<file path="config.mk">
export PLATFORM = sky130hd
export DESIGN_NAME = data_mem_responder
export DESIGN_NICKNAME = d
export VERILOG_FILES = /design/src/rtl/data_mem_responder_pkg.sv /design/src/rtl/data_mem_responder_lane_align.sv /design/src/rtl/data_mem_responder.sv
export SDC_FILE = /design/constraint.sdc
export NUM_CORES = 1
export LEC_CHECK = 0
export CAP_MARGIN = 20
export CORE_MARGIN = 2
export CORE_UTILIZATION = 50
export DETAILED_ROUTE_END_ITERATION = 10
export GPL_ROUTABILITY_DRIVEN = 0
export HOLD_SLACK_MARGIN = 0.02
export PLACE_DENSITY = 0.9
export SLEW_MARGIN = 10
export SYNTH_ARGS = -nofsm -noshare
export SYNTH_HDL_FRONTEND = slang
export SYNTH_SLANG_ARGS = --single-unit
</file>
<file path="constraint.sdc">
create_clock -name clk -period 4.9 [get_ports clk]
set_clock_uncertainty 0.2 [all_clocks]
set_input_delay 0.98 -clock clk [delete_from_list [all_inputs] [get_ports clk]]
set_output_delay 0.98 -clock clk [all_outputs]
set_load 0.01 [all_outputs]
</file>
<file path="src/rtl/data_mem_responder_pkg.sv">
// mem_pkg: shared funct3 codes, responder state encoding and alignment helper
package mem_pkg;
  localparam logic [2:0] F3_B  = 3'b000;
  localparam logic [2:0] F3_H  = 3'b001;
  localparam logic [2:0] F3_W  = 3'b010;
  localparam logic [2:0] F3_BU = 3'b100;
  localparam logic [2:0] F3_HU = 3'b101;
  typedef enum logic [1:0] {IDLE, RD, RESP} rsp_state_e;
  function automatic logic is_misaligned(input logic [2:0] funct3, input logic [1:0] offset);
    return (funct3[1:0] == 2'b01 && offset[0]) || (funct3[1:0] == 2'b10 && offset != 2'b00);
  endfunction
endpackage

</file>
<file path="src/rtl/data_mem_responder_lane_align.sv">
// mem_lane_align: byte-lane load extract/extend and sub-word store merge
// i_funct3/i_offset select the lane; i_rdata is the SRAM word, i_wdata the
// right-aligned store data; o_load is the extended load, o_merge the merged word.
module mem_lane_align
  import mem_pkg::*;
(
  input  logic [2:0]  i_funct3,
  input  logic [1:0]  i_offset,
  input  logic [31:0] i_rdata,
  input  logic [31:0] i_wdata,
  output logic [31:0] o_load,
  output logic [31:0] o_merge
);
  logic [4:0]  w_sh;
  logic [31:0] w_lane;
  logic [31:0] w_mask;
  assign w_sh   = {i_offset, 3'b000};
  assign w_lane = i_rdata >> w_sh;
  assign w_mask = (i_funct3[1:0] == 2'b00 ? 32'h0000_00FF :
                   i_funct3[1:0] == 2'b01 ? 32'h0000_FFFF : 32'hFFFF_FFFF) << w_sh;
  assign o_merge = (i_rdata & ~w_mask) | ((i_wdata << w_sh) & w_mask);
  always_comb begin
    o_load = i_funct3 == F3_B  ? {{24{w_lane[7]}}, w_lane[7:0]} :
             i_funct3 == F3_BU ? {24'h0, w_lane[7:0]} :
             i_funct3 == F3_H  ? {{16{w_lane[15]}}, w_lane[15:0]} :
             i_funct3 == F3_HU ? {16'h0, w_lane[15:0]} : i_rdata;
  end
endmodule

</file>
<file path="src/rtl/data_mem_responder.sv">
// data_mem_responder: valid/ready load/store responder over a synchronous-read word SRAM
// Request channel req_*, response channel rsp_*, SRAM port sram_*.
// Sub-word stores become read (accept cycle) + merged write (RD cycle).
module data_mem_responder
  import mem_pkg::*;
#(
  parameter int ADDR_W      = 32,
  parameter int DEPTH_WORDS = 1024,
  localparam int AW         = $clog2(DEPTH_WORDS)
) (
  input  logic              clk,
  input  logic              rst_n,
  input  logic              req_valid,
  output logic              req_ready,
  input  logic              req_we,
  input  logic [2:0]        req_funct3,
  input  logic [ADDR_W-1:0] req_addr,
  input  logic [31:0]       req_wdata,
  output logic              rsp_valid,
  input  logic              rsp_ready,
  output logic [31:0]       rsp_rdata,
  output logic              rsp_err,
  output logic              sram_en,
  output logic              sram_we,
  output logic [AW-1:0]     sram_addr,
  output logic [31:0]       sram_wdata,
  input  logic [31:0]       sram_rdata
);
  rsp_state_e  r_state;
  logic [2:0]  r_funct3;
  logic [1:0]  r_offset;
  logic [31:0] r_wdata;
  logic        r_we;
  logic [AW-1:0] r_addr;
  logic [31:0] r_rdata;
  logic        r_err;
  logic        w_bad_f3, w_oob, w_err, w_acc, w_sw, w_rmw;
  logic [31:0] w_load, w_merge;
  assign w_bad_f3 = req_we ? (req_funct3 > F3_W)
                           : (req_funct3 == 3'b011 || req_funct3[2:1] == 2'b11);
  assign w_oob    = (req_addr >> 2) >= ADDR_W'(DEPTH_WORDS);
  assign w_err    = w_bad_f3 || w_oob || is_misaligned(req_funct3, req_addr[1:0]);
  assign w_acc    = r_state == IDLE && req_valid && !w_err;
  assign w_sw     = w_acc && req_we && req_funct3 == F3_W;
  assign w_rmw    = r_state == RD && r_we;
  assign req_ready  = r_state == IDLE;
  assign rsp_valid  = r_state == RESP;
  assign rsp_rdata  = r_rdata;
  assign rsp_err    = r_err;
  assign sram_en    = w_acc || w_rmw;
  assign sram_we    = w_sw || w_rmw;
  assign sram_addr  = w_acc ? req_addr[AW+1:2] : w_rmw ? r_addr : '0;
  assign sram_wdata = w_sw ? req_wdata : w_rmw ? w_merge : '0;
  mem_lane_align u_align (
    .i_funct3 (r_funct3),
    .i_offset (r_offset),
    .i_rdata  (sram_rdata),
    .i_wdata  (r_wdata),
    .o_load   (w_load),
    .o_merge  (w_merge)
  );
  always_ff @(posedge clk or negedge rst_n) begin
    if (!rst_n) begin
      r_state  <= IDLE;
      r_funct3 <= '0;
      r_offset <= '0;
      r_wdata  <= '0;
      r_we     <= 1'b0;
      r_addr   <= '0;
      r_rdata  <= '0;
      r_err    <= 1'b0;
    end else begin
      case (r_state)
        IDLE: if (req_valid) begin
          r_funct3 <= req_funct3;
          r_offset <= req_addr[1:0];
          r_wdata  <= req_wdata;
          r_we     <= req_we;
          r_addr   <= req_addr[AW+1:2];
          r_rdata  <= '0;
          r_err    <= w_err;
          r_state  <= (w_err || w_sw) ? RESP : RD;
        end
        RD: begin
          r_rdata <= r_we ? 32'h0 : w_load;
          r_state <= RESP;
        end
        default: if (rsp_ready) r_state <= IDLE;
      endcase
    end
  end
endmodule

</file>
==> flow_results.xml <==
<?xml version="1.0" encoding="UTF-8"?>
<metrics>
  <group name="status">
    <metric name="run_status" unit="">completed</metric>
  </group>
  <group name="floorplan">
    <metric name="number_of_top_level_design_ports" unit="">183</metric>
    <metric name="core_footprint" unit="um2">10300</metric>
    <metric name="chipWidth" unit="um">107</metric>
    <metric name="die_area" unit="um2">11400</metric>
    <metric name="starting_density_of_the_core" unit="">0.513</metric>
    <metric name="placement_rows" unit="">37</metric>
    <metric name="die_height" unit="um">107</metric>
  </group>
  <group name="finish">
    <metric name="antenna_cells" unit="">0</metric>
    <metric name="syn_to_final_growth" unit="%">40.7</metric>
    <metric name="final_net_count" unit="">830</metric>
    <metric name="drive_gt1_frac" unit="">0.138</metric>
    <metric name="final.fill_count" unit="">758</metric>
    <metric name="layout_commonest_cell" unit="">sky130_fd_sc_hd__clkdlybuf4s50_1</metric>
    <metric name="mostFrequentLayoutCells" unit="">sky130_fd_sc_hd__clkdlybuf4s50_1 (181), sky130_fd_sc_hd__nand2_1 (162), sky130_fd_sc_hd__dfrtp_1 (82)</metric>
  </group>
  <group name="power_and_ir_drop">
    <metric name="static-leakage-power" unit="nW">3.32</metric>
    <metric name="total_power" unit="mW">2.15</metric>
    <metric name="power.ir.vdd_worst" unit="uV">134</metric>
    <metric name="power.density_cell_area" unit="nW/um2">290</metric>
  </group>
  <group name="cts">
    <metric name="numCtsBuffers" unit="">9</metric>
    <metric name="post_cts.resized_instances" unit="">0</metric>
    <metric name="cts_setup_buffers" unit="">0</metric>
    <metric name="clkSinkCount" unit="">83</metric>
    <metric name="htree_levels" unit="">3</metric>
    <metric name="cts_hold_fix_bufs" unit="">0</metric>
    <metric name="ctsLongestPathBuffers" unit="">2</metric>
    <metric name="cts_tree" unit="">built</metric>
    <metric name="cts.reportedPaths.clkPinSlew" unit="ns">0.08</metric>
    <metric name="ctsRootBufferMaster" unit="">sky130_fd_sc_hd__clkbuf_8</metric>
    <metric name="clock_insertion_delay_worst_skew" unit="ns">0.36</metric>
  </group>
  <group name="routing">
    <metric name="via_count" unit="">5279</metric>
    <metric name="avgViaCountPerCell" unit="">6.09</metric>
    <metric name="first_iter_violations" unit="">338</metric>
    <metric name="detail_route.wirelength" unit="mm">17.1</metric>
    <metric name="number_of_detailed_routing_iterations_run_before_antenna_repair" unit="">5</metric>
    <metric name="routed_wl_per_cell" unit="um">19.7</metric>
    <metric name="ant_nets" unit="">0</metric>
    <metric name="drcViolationCount" unit="">0</metric>
  </group>
  <group name="global_routing">
    <metric name="grt_start_max_net_pins" unit="">84</metric>
    <metric name="grt_remaining_overflow" unit="">0</metric>
    <metric name="grt_use_total" unit="">0.304</metric>
    <metric name="first_global_vias" unit="">5254</metric>
    <metric name="antenna_violations_before_repair" unit="">0</metric>
    <metric name="first_pass_grt_wire_length" unit="mm">26.9</metric>
  </group>
  <group name="worst_setup_path">
    <metric name="critical-path-top-cell-by-count" unit="">sky130_fd_sc_hd__clkdlybuf4s50_1</metric>
    <metric name="worst_ep_required_time" unit="ns">3.72</metric>
    <metric name="delay_of_the_slowest_critical_path_stage" unit="ns">0.55</metric>
    <metric name="cp.arrival" unit="ns">3.45</metric>
    <metric name="worstPathMaxFanout" unit="">29</metric>
    <metric name="critPathTopFamily" unit="">buffers and inverters</metric>
    <metric name="worstPathCellList" unit="">clkdlybuf4s50_1 -&gt; nor4_1 -&gt; nand4_1 -&gt; nor4b_4 -&gt; buf_4 -&gt; a32o_2 -&gt; clkdlybuf4s50_1</metric>
    <metric name="setup.worst_path.start_class" unit="">input pin</metric>
    <metric name="critical-path-slowest-cell" unit="">sky130_fd_sc_hd__clkdlybuf4s50_1</metric>
    <metric name="timing_worst_setup_path_type" unit="">input pin to primary output</metric>
    <metric name="worstSetupEndpointType" unit="">primary output</metric>
    <metric name="crit_buf_inv" unit="">3</metric>
  </group>
  <group name="synthesis">
    <metric name="synthSimpleGateAreaFrac" unit="">0.187</metric>
    <metric name="edff_count_synth" unit="">0</metric>
    <metric name="synth_xor_area_frac" unit="">0</metric>
    <metric name="synth_adder_area_share" unit="">0</metric>
    <metric name="muxShareOfSynthArea" unit="">0.134</metric>
    <metric name="synth_async_sr_flop_share" unit="">1.00</metric>
    <metric name="main_combinational_cell_family_by_area_after_synthesis" unit="">compound AO/OA/AOI/OAI gates</metric>
    <metric name="synth_compound_gate_area_share" unit="">0.231</metric>
    <metric name="mappedNetlistArea" unit="um2">5270</metric>
    <metric name="postSynthNetCount" unit="">674</metric>
    <metric name="synth_seq_cells" unit="">83</metric>
    <metric name="syn_area_per_cell" unit="um2">9.24</metric>
    <metric name="yosys_warnings" unit="">0</metric>
    <metric name="leading_register_cell_type_out_of_synthesis" unit="">sky130_fd_sc_hd__dfrtp_1</metric>
    <metric name="syn-instance-count" unit="">570</metric>
    <metric name="synth.yosys.seq_area_share" unit="">0.394</metric>
    <metric name="synth_cell_type_count" unit="">51</metric>
  </group>
  <group name="sta">
    <metric name="report.final.setup_viol" unit="">0</metric>
    <metric name="final.min_clock_period" unit="ns">4.63</metric>
    <metric name="post-route-period-util" unit="">0.945</metric>
    <metric name="tightestPinTransition" unit="ns">0.906</metric>
    <metric name="setup_repair_after_global_routing_missed_its_margin" unit="">no</metric>
    <metric name="finalHoldViolCount" unit="">0</metric>
    <metric name="fin_setup_tns" unit="ns">0</metric>
    <metric name="max-slew-margin-rel" unit="">0.394</metric>
    <metric name="worst_slack" unit="ns">0.269</metric>
    <metric name="slew_violations" unit="">0</metric>
    <metric name="fmax" unit="MHz">216</metric>
  </group>
  <group name="placed_design">
    <metric name="hpwlAfterDp" unit="mm">13.0</metric>
    <metric name="port-buffer-count" unit="">182</metric>
    <metric name="preCtsSetupSlack" unit="ns">0.304</metric>
  </group>
  <group name="job">
    <metric name="max_cap_viol_count" unit="">0</metric>
  </group>
  <group name="hold_path">
    <metric name="hp-class" unit="">register to register</metric>
  </group>
</metrics>
-- cell families (layout without fill, tap and decap cells) --
logic type / count (synthesis) / count (layout)
buffers and inverters: 60 / 221
AND/OR/NAND/NOR: 217 / 217
multiplexers: 66 / 66
flip-flops: 83 / 83
AO/OA/AOI/OAI: 144 / 144
-- tightest hold or removal path: stages, from the launching register on --
cell and delay, ns:
sky130_fd_sc_hd__dfrtp_1 0.35, sky130_fd_sc_hd__nand2_1 0.05, sky130_fd_sc_hd__nand2_1 0.05
-- path summary, 6_finish.rpt --
kind                              startpoint            end  slack [ns]  cells past startpoint
worst max-delay path            req_addr[12]  sram_wdata[3]        0.27                      7
worst min-delay path             r_wdata[30]    r_wdata[30]        0.28                      2
worst max register to register   r_offset[0]   rsp_rdata[8]        1.81                      4
worst min register to register   r_wdata[30]    r_wdata[30]        0.28                      2
max in group asynchronous              rst_n    r_offset[0]        3.55                      2
min in group asynchronous              rst_n  rsp_rdata[20]        0.35                      1
-- sequential cells by signal, summed over array words and instances, names as in the netlist --
name       count
r_funct3       3
r_wdata       32
r_state        2
r_addr        10
r_offset       2
r_we           1
rsp_rdata     32
rsp_err        1
-- through the flow --
step	utilization	hold WS [ns]	instance area [um2]	instances
finish	0.721	0.284	7410	867
global route	0.721	0.289	7410	867
CTS	0.719	0.283	7390	866
detailed placement	0.697	0.262	7160	850
global placement	0.693	0.265	7120	848
floorplan	-	0.245	5270	570
-- area by class of cell --
cell class                 count  area [um2]  area share
multi-input combinational    427        2920       0.394
sequential                    83        2080       0.280
clock buffer                   9         124      0.0167
inverter                       8        30.0     0.00405
clock inverter                 7        98.8      0.0133
timing repair buffer         197        1990       0.269
tap                          136         170      0.0230
-- layer usage --
metal	GRT usage	wire, um	vias up
met1	0.386	6730	2496
met2	0.490	8110	308
met3	0.0584	1490	57
met4	0.162	757	0
met5	0	0	-
li1	-	-	2418
-- cell usage after synthesis, types with 2 or more instances --
cell                        count  share of area
sky130_fd_sc_hd__nand2_1      162           0.12
sky130_fd_sc_hd__dfrtp_1       83           0.39
sky130_fd_sc_hd__mux2i_1       37          0.070
sky130_fd_sc_hd__a32o_2        31          0.066
sky130_fd_sc_hd__clkbuf_1      28          0.020
sky130_fd_sc_hd__mux2_2        28          0.060
sky130_fd_sc_hd__o21ai_0       22          0.021
sky130_fd_sc_hd__a221o_1       16          0.030
sky130_fd_sc_hd__o31ai_1       15          0.021
sky130_fd_sc_hd__a21oi_1       12          0.011
sky130_fd_sc_hd__buf_2         12          0.011
sky130_fd_sc_hd__nor2_1        12         0.0086
sky130_fd_sc_hd__a32o_1        11          0.021
sky130_fd_sc_hd__nor2b_1       11          0.013
sky130_fd_sc_hd__inv_1          8         0.0057
sky130_fd_sc_hd__nand2b_1       8         0.0095
sky130_fd_sc_hd__o2bb2ai_1      8          0.013
sky130_fd_sc_hd__o221ai_1       7          0.012
sky130_fd_sc_hd__a22oi_1        5         0.0071
sky130_fd_sc_hd__buf_1          5         0.0036
sky130_fd_sc_hd__nor4_1         5         0.0059
sky130_fd_sc_hd__a22o_1         4         0.0067
sky130_fd_sc_hd__buf_6          4         0.0086
sky130_fd_sc_hd__and2_1         3         0.0036
sky130_fd_sc_hd__a21o_1         2         0.0028
sky130_fd_sc_hd__buf_4          2         0.0028
sky130_fd_sc_hd__nand3b_1       2         0.0028
sky130_fd_sc_hd__nand4_1        2         0.0024
sky130_fd_sc_hd__nor3_1         2         0.0019
sky130_fd_sc_hd__o21a_1         2         0.0028
-- power breakdown --
group          switching [mW]  internal, mW
sequential              0.132         0.766
clock                   0.269         0.292
combinational           0.353         0.335
total                   0.754          1.39
Note: power is estimated with default switching activity, not from simulation.
